==> src/rtl/reg_file_pkg.sv <==
// Shared sizes and payload types for the architectural register file,
// kept in step with the ROB and decoder.
package reg_file_pkg;

  localparam int unsigned REG_NUM   = 32;
  localparam int unsigned REG_POS_W = 5;
  localparam int unsigned ROB_POS_W = 4;
  localparam int unsigned DATA_W    = 32;

  typedef logic [REG_POS_W-1:0] reg_pos_t;
  typedef logic [ROB_POS_W-1:0] rob_pos_t;
  typedef logic [DATA_W-1:0]    data_t;

  // Commit write presented by the ROB this cycle
  typedef struct packed {
    logic     reg_write;
    reg_pos_t reg_rd;
    data_t    reg_val;
    rob_pos_t rob_pos;
  } commit_t;

  // Operand answer returned to the decoder
  typedef struct packed {
    data_t    val;
    logic     busy;
    rob_pos_t rob_pos;
  } rd_resp_t;

endpackage

==> src/rtl/reg_file_if.sv <==
// Issue, commit, rollback and operand-query signals between the ROB/decoder
// (master) and the register file (slave).
interface reg_file_if;
  import reg_file_pkg::*;

  logic     rollback;
  logic     issue;
  reg_pos_t issue_rd;
  rob_pos_t issue_rob_pos;
  logic     reg_write;
  reg_pos_t reg_rd;
  data_t    reg_val;
  rob_pos_t commit_rob_pos;

  reg_pos_t rs1;
  data_t    rs1_val;
  logic     rs1_busy;
  rob_pos_t rs1_rob_pos;
  reg_pos_t rs2;
  data_t    rs2_val;
  logic     rs2_busy;
  rob_pos_t rs2_rob_pos;

  modport master (
    output rollback, issue, issue_rd, issue_rob_pos,
    output reg_write, reg_rd, reg_val, commit_rob_pos,
    output rs1, rs2,
    input  rs1_val, rs1_busy, rs1_rob_pos,
    input  rs2_val, rs2_busy, rs2_rob_pos
  );

  modport slave (
    input  rollback, issue, issue_rd, issue_rob_pos,
    input  reg_write, reg_rd, reg_val, commit_rob_pos,
    input  rs1, rs2,
    output rs1_val, rs1_busy, rs1_rob_pos,
    output rs2_val, rs2_busy, rs2_rob_pos
  );

endinterface

==> src/rtl/reg_file_rd_port.sv <==
// One operand read port: x0 masking plus same-cycle forwarding of a commit
// that retires the register's current producer.
module reg_file_rd_port
  import reg_file_pkg::*;
(
  input  reg_pos_t rs,
  input  data_t    val_q,
  input  logic     busy_q,
  input  rob_pos_t tag_q,
  input  commit_t  commit,
  output rd_resp_t resp_c
);

  always_comb begin
    resp_c = '0;
    if (rs != '0) begin
      resp_c.val     = val_q;
      resp_c.busy    = busy_q;
      resp_c.rob_pos = tag_q;
      // Producer is committing right now: hand its value straight through
      if (busy_q && commit.reg_write && (commit.reg_rd == rs) &&
          (tag_q == commit.rob_pos)) begin
        resp_c.val  = commit.reg_val;
        resp_c.busy = 1'b0;
      end
    end
  end

endmodule

==> src/rtl/reg_file.sv <==
// Architectural register file with per-register rename tags; updated by ROB
// commits and decoder issues, flushed of rename state on rollback.
module reg_file
  import reg_file_pkg::*;
(
  input  logic        clk,
  input  logic        rst,
  input  logic        rdy,
  reg_file_if.slave   bus
);

  data_t              val_q [REG_NUM];
  data_t              val_d [REG_NUM];
  logic [REG_NUM-1:0] busy_q;
  logic [REG_NUM-1:0] busy_d;
  rob_pos_t           tag_q [REG_NUM];
  rob_pos_t           tag_d [REG_NUM];

  commit_t            commit_c;
  rd_resp_t           rd1_c;
  rd_resp_t           rd2_c;

  assign commit_c = {bus.reg_write, bus.reg_rd, bus.reg_val, bus.commit_rob_pos};

  // Next state: commit first, then rollback/issue so issue owns busy/tag
  always_comb begin
    val_d  = val_q;
    busy_d = busy_q;
    tag_d  = tag_q;
    if (rdy) begin
      if (bus.reg_write && (bus.reg_rd != '0)) begin
        val_d[bus.reg_rd] = bus.reg_val;
        if (busy_q[bus.reg_rd] && (tag_q[bus.reg_rd] == bus.commit_rob_pos)) begin
          busy_d[bus.reg_rd] = 1'b0;
        end
      end
      if (bus.rollback) begin
        busy_d = '0;
      end else if (bus.issue && (bus.issue_rd != '0)) begin
        busy_d[bus.issue_rd] = 1'b1;
        tag_d[bus.issue_rd]  = bus.issue_rob_pos;
      end
    end
  end

  always_ff @(posedge clk or negedge rst) begin
    if (!rst) begin
      val_q  <= '{default: '0};
      busy_q <= '0;
      tag_q  <= '{default: '0};
    end else begin
      val_q  <= val_d;
      busy_q <= busy_d;
      tag_q  <= tag_d;
    end
  end

  reg_file_rd_port u_rd1 (
    .rs     (bus.rs1),
    .val_q  (val_q[bus.rs1]),
    .busy_q (busy_q[bus.rs1]),
    .tag_q  (tag_q[bus.rs1]),
    .commit (commit_c),
    .resp_c (rd1_c)
  );

  reg_file_rd_port u_rd2 (
    .rs     (bus.rs2),
    .val_q  (val_q[bus.rs2]),
    .busy_q (busy_q[bus.rs2]),
    .tag_q  (tag_q[bus.rs2]),
    .commit (commit_c),
    .resp_c (rd2_c)
  );

  assign bus.rs1_val     = rd1_c.val;
  assign bus.rs1_busy    = rd1_c.busy;
  assign bus.rs1_rob_pos = rd1_c.rob_pos;
  assign bus.rs2_val     = rd2_c.val;
  assign bus.rs2_busy    = rd2_c.busy;
  assign bus.rs2_rob_pos = rd2_c.rob_pos;

endmodule

==> src/flat_wrapper.sv <==
// flat-port wrapper written by rule: the top's interface ports become plain ports
module reg_file_flat import reg_file_pkg::*;
  (clk, rst, rdy, bus_rollback, bus_issue, bus_issue_rd, bus_issue_rob_pos, bus_reg_write, bus_reg_rd, bus_reg_val, bus_commit_rob_pos, bus_rs1, bus_rs2, bus_rs1_val, bus_rs1_busy, bus_rs1_rob_pos, bus_rs2_val, bus_rs2_busy, bus_rs2_rob_pos);
  reg_file_if bus_i ();
  input  logic clk;
  input  logic rst;
  input  logic rdy;
  input wire logic [$bits(bus_i.rollback)-1:0] bus_rollback;
  input wire logic [$bits(bus_i.issue)-1:0] bus_issue;
  input wire logic [$bits(bus_i.issue_rd)-1:0] bus_issue_rd;
  input wire logic [$bits(bus_i.issue_rob_pos)-1:0] bus_issue_rob_pos;
  input wire logic [$bits(bus_i.reg_write)-1:0] bus_reg_write;
  input wire logic [$bits(bus_i.reg_rd)-1:0] bus_reg_rd;
  input wire logic [$bits(bus_i.reg_val)-1:0] bus_reg_val;
  input wire logic [$bits(bus_i.commit_rob_pos)-1:0] bus_commit_rob_pos;
  input wire logic [$bits(bus_i.rs1)-1:0] bus_rs1;
  input wire logic [$bits(bus_i.rs2)-1:0] bus_rs2;
  output wire logic [$bits(bus_i.rs1_val)-1:0] bus_rs1_val;
  output wire logic [$bits(bus_i.rs1_busy)-1:0] bus_rs1_busy;
  output wire logic [$bits(bus_i.rs1_rob_pos)-1:0] bus_rs1_rob_pos;
  output wire logic [$bits(bus_i.rs2_val)-1:0] bus_rs2_val;
  output wire logic [$bits(bus_i.rs2_busy)-1:0] bus_rs2_busy;
  output wire logic [$bits(bus_i.rs2_rob_pos)-1:0] bus_rs2_rob_pos;
  assign bus_i.rollback = bus_rollback;
  assign bus_i.issue = bus_issue;
  assign bus_i.issue_rd = bus_issue_rd;
  assign bus_i.issue_rob_pos = bus_issue_rob_pos;
  assign bus_i.reg_write = bus_reg_write;
  assign bus_i.reg_rd = bus_reg_rd;
  assign bus_i.reg_val = bus_reg_val;
  assign bus_i.commit_rob_pos = bus_commit_rob_pos;
  assign bus_i.rs1 = bus_rs1;
  assign bus_i.rs2 = bus_rs2;
  assign bus_rs1_val = bus_i.rs1_val;
  assign bus_rs1_busy = bus_i.rs1_busy;
  assign bus_rs1_rob_pos = bus_i.rs1_rob_pos;
  assign bus_rs2_val = bus_i.rs2_val;
  assign bus_rs2_busy = bus_i.rs2_busy;
  assign bus_rs2_rob_pos = bus_i.rs2_rob_pos;
  reg_file u_core (.clk(clk), .rst(rst), .rdy(rdy), .bus(bus_i));
endmodule
==> config.mk <==
export PLATFORM = sky130hd
export DESIGN_NAME = reg_file_flat
export DESIGN_NICKNAME = d
export VERILOG_FILES = /design/src/rtl/reg_file_pkg.sv /design/src/rtl/reg_file_if.sv /design/src/rtl/reg_file_rd_port.sv /design/src/rtl/reg_file.sv /design/src/flat_wrapper.sv
export SDC_FILE = /design/constraint.sdc
export NUM_CORES = 2
export LEC_CHECK = 0
export CAP_MARGIN = 25
export CORE_UTILIZATION = 59
export DETAILED_ROUTE_END_ITERATION = 10
export MAX_ROUTING_LAYER = met4
export PLACE_DENSITY_LB_ADDON = 0.05
export SYNTH_ARGS = -nofsm -noshare
export SYNTH_HDL_FRONTEND = slang
export SYNTH_SLANG_ARGS = --single-unit
export TNS_END_PERCENT = 50
==> constraint.sdc <==
create_clock -name clk -period 5.6 [get_ports clk]
set_clock_uncertainty 0.2 [all_clocks]
set_input_delay 1.12 -clock clk [delete_from_list [all_inputs] [get_ports clk]]
set_output_delay 1.12 -clock clk [all_outputs]
set_load 0.01 [all_outputs]
# ---- Word-level counts from Yosys, hierarchy flattened
# Index checks and enable logic that the tools add are counted.
dict set report word_totals {
  reg_bits 1184
  in_bits 66
  out_inout_bits 74
}
dict set report op_classes {
  magnitude_cmp 12
  n_eq_ne 5
  n_mux 40
  bitwise 8
  reduce_logical 19
}
# cell count
set ops {}
lappend ops {{1024-bit bitwise mux} 1}
lappend ops {{32-bit binary-select mux with 5-bit select} 2}
lappend ops {{32-bit two-way mux} 10}
lappend ops {{32-bit demux with 5-bit select} 1}
lappend ops {{128-bit bitwise mux} 1}
lappend ops {{37-bit two-way mux} 2}
lappend ops {{33-bit two-way mux} 2}
lappend ops {{4-bit binary-select mux with 5-bit select} 3}
lappend ops {{32-bit bitwise AND} 1}
lappend ops {{32-bit inverter} 1}
lappend ops {{32-bit bitwise OR} 1}
lappend ops {{4-bit two-way mux} 7}
lappend ops {{6-bit greater-or-equal comparator, second input constant} 4}
lappend ops {{5-bit by 6-bit < comparator with 1-bit output, second input constant} 4}
lappend ops {{5-bit inverter with 6-bit output} 4}
lappend ops {{4-bit demux with 5-bit select} 1}
lappend ops {{5-bit nonzero test} 4}
lappend ops {{1-bit binary-select mux with 5-bit select} 3}
lappend ops {{1-bit logical AND} 13}
lappend ops {{4-bit == test} 3}
lappend ops {{6-bit by 1-bit < comparator with 1-bit output, second input constant} 2}
lappend ops {{1-bit demux with 5-bit select} 2}
lappend ops {{5-bit == test} 2}
lappend ops {{5-bit by 1-bit greater-or-equal comparator with 1-bit output, second input constant} 2}
lappend ops {{other kinds (4)} 8}

# ---- Logic depth before layout (Yosys ltp)
dict set report logic_depth {
  word_depth 12
  depth_mapped 12
  ltp_nobuf 7
}

# ---- Modules after synthesis
# Synthesis repeated with hierarchy kept, for this count alone.
dict set report unflattened {
  cells_unflattened 4215
  area_unflattened_um2 65729.3
}
# mod n_inst cells_each area_per_inst_um2 seq_area_each_um2
set modules_own_cells {}
lappend modules_own_cells {reg_file 1 3959 64147.8 29628.4}
lappend modules_own_cells {reg_file_rd_port 2 128 790.8 0.0}

# ---- Worst setup path before layout
# Ideal clock, no wire load.
dict set report synth_timing {
  path_type {input -> output}
  start {input port bus_rs2[0]}
  end {output port bus_rs2_val[12]}
  t_arrival_ps 3832
  setup_slack_ps 448
  stages 10
  n_path_buf 5
  path_cell_list {buf_2 > buf_2 > buf_2 > buf_2 > buf_2 > mux4_2 > mux4_2 > mux2_2 > nand2_1 > mux2i_1}
}
dict set report synth_between {
  elab_chain_cells 8
}
# item line_no
set synth_rtl {}
lappend synth_rtl {{start, declared} flat_wrapper.sv:17} ;# input wire logic [$bits(bus_i.rs2)-1:0] bus_rs2;
lappend synth_rtl {{5-bit inverter with 6-bit output (implied by the code)} {reg_file.sv:69, reg_file.sv:71}}
lappend synth_rtl {{4-bit binary-select mux with 5-bit select} reg_file.sv:71} ;# .tag_q (tag_q[bus.rs2]),
lappend synth_rtl {{4-bit two-way mux (implied by the code) (2 in a row)} reg_file.sv:71}
lappend synth_rtl {{4-bit == test} reg_file_rd_port.sv:22} ;# (tag_q == commit.rob_pos)) begin
lappend synth_rtl {{1-bit logical AND} reg_file_rd_port.sv:21} ;# if (busy_q && commit.reg_write && (commit.reg_rd == rs) &&
lappend synth_rtl {{33-bit two-way mux} reg_file_rd_port.sv:21}
lappend synth_rtl {{37-bit two-way mux (*)} reg_file_rd_port.sv:16} ;# if (rs != '0) begin
lappend synth_rtl {{end, declared} flat_wrapper.sv:21} ;# output wire logic [$bits(bus_i.rs2_val)-1:0] bus_rs2_val;
# Mark *: on every way between the ends. The rest lies on a longest branch, timed or not. The select of a mux whose other input is x is not followed.

# ---- Worst setup path in the final report
dict set report layout_timing {
  start {input port bus_rs1[1]}
  end {output port bus_rs1_val[27]}
}
dict set report layout_between {
  elab_chain_cells 8
}
# item line_no
set layout_rtl {}
lappend layout_rtl {{start, declared} flat_wrapper.sv:16} ;# input wire logic [$bits(bus_i.rs1)-1:0] bus_rs1;
lappend layout_rtl {{5-bit inverter with 6-bit output (implied by the code)} {reg_file.sv:60, reg_file.sv:62}}
lappend layout_rtl {{4-bit binary-select mux with 5-bit select} reg_file.sv:62} ;# .tag_q (tag_q[bus.rs1]),
lappend layout_rtl {{4-bit two-way mux (implied by the code) (2 in a row)} reg_file.sv:62}
lappend layout_rtl {{4-bit == test} reg_file_rd_port.sv:22}
lappend layout_rtl {{1-bit logical AND} reg_file_rd_port.sv:21}
lappend layout_rtl {{33-bit two-way mux} reg_file_rd_port.sv:21}
lappend layout_rtl {{37-bit two-way mux (*)} reg_file_rd_port.sv:16}
lappend layout_rtl {{end, declared} flat_wrapper.sv:18} ;# output wire logic [$bits(bus_i.rs1_val)-1:0] bus_rs1_val;
# Marked as above.

==> flow_metrics.tcl <==
set metrics [dict create \
    busiest_layer "met2" \
    yosys.area.top_type "dfrtp_1" \
    die_w_um 335 \
    grt_pass1_vias 41950 \
    post_dp_cell_area_sq_um 69600 \
    critical_path.slowest_cell "clkdlybuf4s50_1" \
    initial_core_util 0.599 \
    clk_latency_ns 0.75 \
    cts_tree "yes" \
    syn_area_sq_um 65500 \
    dr.pass1.iters 7 \
    grt_use_met2 0.532 \
    finalCritPeriodShare 0.999 \
    clock_power_share 0.387 \
    maxCapViolations 0 \
    overflow 0 \
    fin_crit_ns 5.59 \
    cts_root_buffer "clkbuf_16" \
    synth_ff_type "dfrtp_1" \
    clk_path_buf_depth 3 \
    gr-usage-met3 0.0588 \
    ios 140 \
    post_drt_wl_per_cell_um 32.5 \
    dp_hpwl_mm 114 \
    yosysSeqAreaShare 0.452 \
    synth_enable_flop_cells 0 \
    netlist.area_leader.share 0.452 \
    path_clk_slew_ns 0.06 \
    drc_errors 0 \
    setup_ws_ns 0.00659 \
    drv_slew 0 \
    cts.htree.levels 4 \
    power_frac_comb 0.172 \
    endpoint_kind "output pin" \
    rsz0062_at_grt "yes" \
    numCtsBuffers 134 \
    n_fill_cell 7535 \
    worstPathCellList "buf_12 > mux4_2 > mux4_2 > nand2_1 > o211ai_1 > xor2_1 > nor4_4 > buf_12 > buf_12 > buf_6 > mux2i_1 > clkdlybuf4s50_1" \
    place_ws_ns -0.282 \
    ant_nets 0 \
    relSlewSlack 0.291 \
    crit_fanout 12 \
    cp-startpoint "bus_rs1[1]" \
    critical_path_required_ns 4.28 \
    holdWs_ns 0.0991 \
    p_switching_uw 6070 \
    track_usage 0.358 \
    synth.area.top_cells "dfrtp_1 45%, mux4_2 26%, mux2_2 21%, clkbuf_1 1.8%, mux2i_1 1.4%" \
    slowest_delay_ns 0.55 \
    async_flop_share 1.00 \
    maxClockFrequency_mhz 179 \
    drive_above_1_share 0.569 \
    die_y_um 335 \
    switching_share 0.258 \
    finish.utilization 0.680 \
    vias_per_cell 7.03 \
    arrival_ns 4.27 \
    wirelength_mm 189 \
    hold_path.class "primary input to async pin" \
    drt-initial-drc-count 3933 \
    yosys_warnings 0 \
    p_leak_uw 0.0329 \
    io_buffers 139 \
    antenna_found_initial 0 \
    worst_pin_slew_ns 1.06 \
    grt_util_met1 0.507 \
    syn_nets 4248 \
    grt_pass1_wl_mm 284 \
    cp_common_cell "buf_12" \
    hold_viol_final 0 \
    vias 40864 \
    synth_cells 4182 \
    crit_path_start_kind "primary input" \
    power.density_nw_per_um2 316 \
    dieArea_sq_um 112000 \
    total_power_uw 23500 \
    r2r-start "u_core.tag_q[55]$_DFFE_PN0P_" \
    p_seq_frac 0.440 \
    gp_congestion 0.933 \
    layout.nets 4296 \
    design.core.area_sq_um 109000 \
    intPower_uw 17400 \
    syn_area_per_cell_sq_um 15.7 \
    area_growth_syn_to_layout_pct 13.5 \
    cp_top_family "multiplexers" \
    synth.distinct_cells 58 \
    clock-sinks 1184 \
    stdcell_area_sq_um 74400 \
    placement_rows 121 \
    crit_type "primary input to output pin" \
    grt_max_degree 116 \
    setup_viol 0 \
    critPathBufInv 5 \
    peakVddDrop_mv 0.294 \
    status "complete, no violations" \
    synth_seq_cells 1184 \
]
==> cell usage in the layout, fill, tap and decap left out, types with 30 or more instances in the layout <==
cell type        synthesis  routed
buf_4                    1     168
nand2_1                175     166
buf_12                   0      68
nor2_1                  62      38
mux2_2                1193    1193
mux4_2                 753     753
clkdlybuf4s50_1          0      74
clkbuf_16                0     139
mux2i_1                 92      89
clkbuf_8                 0      30
dfrtp_1               1184    1184
==> timing repair <==
action / 4_1_cts / 5_1_grt
endpoints found under the hold margin: 0 / 0
hold buffers: 0 / 0
resized for setup: 41 / 33
buffers inserted: 7 / 1
cloned: 0 / 0
pin swaps: 1 / 2
setup endpoints to repair: 64 / 35
==> area by class of cell <==
class	count	area, sq um	area share
Antenna cell	1	2.50	0.0000336
Clock inverter	48	576	0.00774
Multi-Input combinational cell	2517	34200	0.460
Sequential cell	1184	29600	0.398
Timing Repair Buffer	377	4100	0.0551
Clock buffer	196	3960	0.0532
Inverter	16	60.1	0.000807
Tap cell	1476	1850	0.0248
==> synth_stat cells, types with 12 or more instances <==
cell	count
a21oi_1	21
mux2_2	1193
nor2_1	62
mux4_2	753
a311oi_1	18
o21ai_0	16
inv_1	16
mux2i_1	92
a22oi_1	22
dfrtp_1	1184
nand2_1	175
a31oi_1	15
buf_1	64
buf_2	78
clkbuf_1	312
and2_1	12
==> path summary, 6_finish.rpt <==
check,slack [ns],cells past startpoint,to
hold / removal,0.1,1,u_core.val_q[712]$_DFFE_PN0P_
setup reg to reg,2.63,8,u_core.busy_q[5]$_DFFE_PN0P_
max in group asynchronous,3.77,2,u_core.val_q[535]$_DFFE_PN0P_
setup / recovery,0.007,12,bus_rs1_val[27]
min in group clk,0.19,0,u_core.val_q[1019]$_DFFE_PN0P_
hold reg to reg,0.19,0,u_core.val_q[1019]$_DFFE_PN0P_
==> power by group through the flow <==
stage                     clock [uW]  sequential (uW)  combinational [uW]
after floorplan                    0            10200                2940
after global placement             0            10400                4010
after detailed placement           0            10500                4080
after CTS                       9200            10300                4070
after global routing            9550            10500                4320
final                           9090            10300                4050
==> cell families after synthesis <==
family	synth area share
XOR/XNOR	0.00241
AO/OA/AOI/OAI	0.0131
multiplexers	0.478
buffers and inverters	0.0302
flip-flops	0.452
AND/OR/NAND/NOR	0.0243
==> stage by stage <==
step	setup TNS [ns]	instances
after floorplan	0	4182
after global placement	-3.55	5561
after detailed placement	-5.32	5561
after CTS	0	5812
after global routing	-0.0972	5814
final	0	5815
==> layer usage <==
layer,vias to the layer above,routed length (um)
met5,-,0
met4,0,6590
met3,362,13300
met2,1733,90000
met1,22351,79300
li1,16418,-
==> worst register-to-register path, delay by kind of cell, from the launching register on <==
family	cells	cell delay, ns
AND/OR/NAND/NOR	3	0.88
flip-flops	1	0.42
multiplexers	1	0.50
buffers and inverters	1	0.27
XOR/XNOR	1	0.21
AO/OA/AOI/OAI	2	0.33
==> sequential cells by signal, indices dropped and copies added (netlist names) <==
signal and cells:
u_core.busy_q 32, u_core.tag_q 128, u_core.val_q 1024
Power figures use the tool's default switching activity.
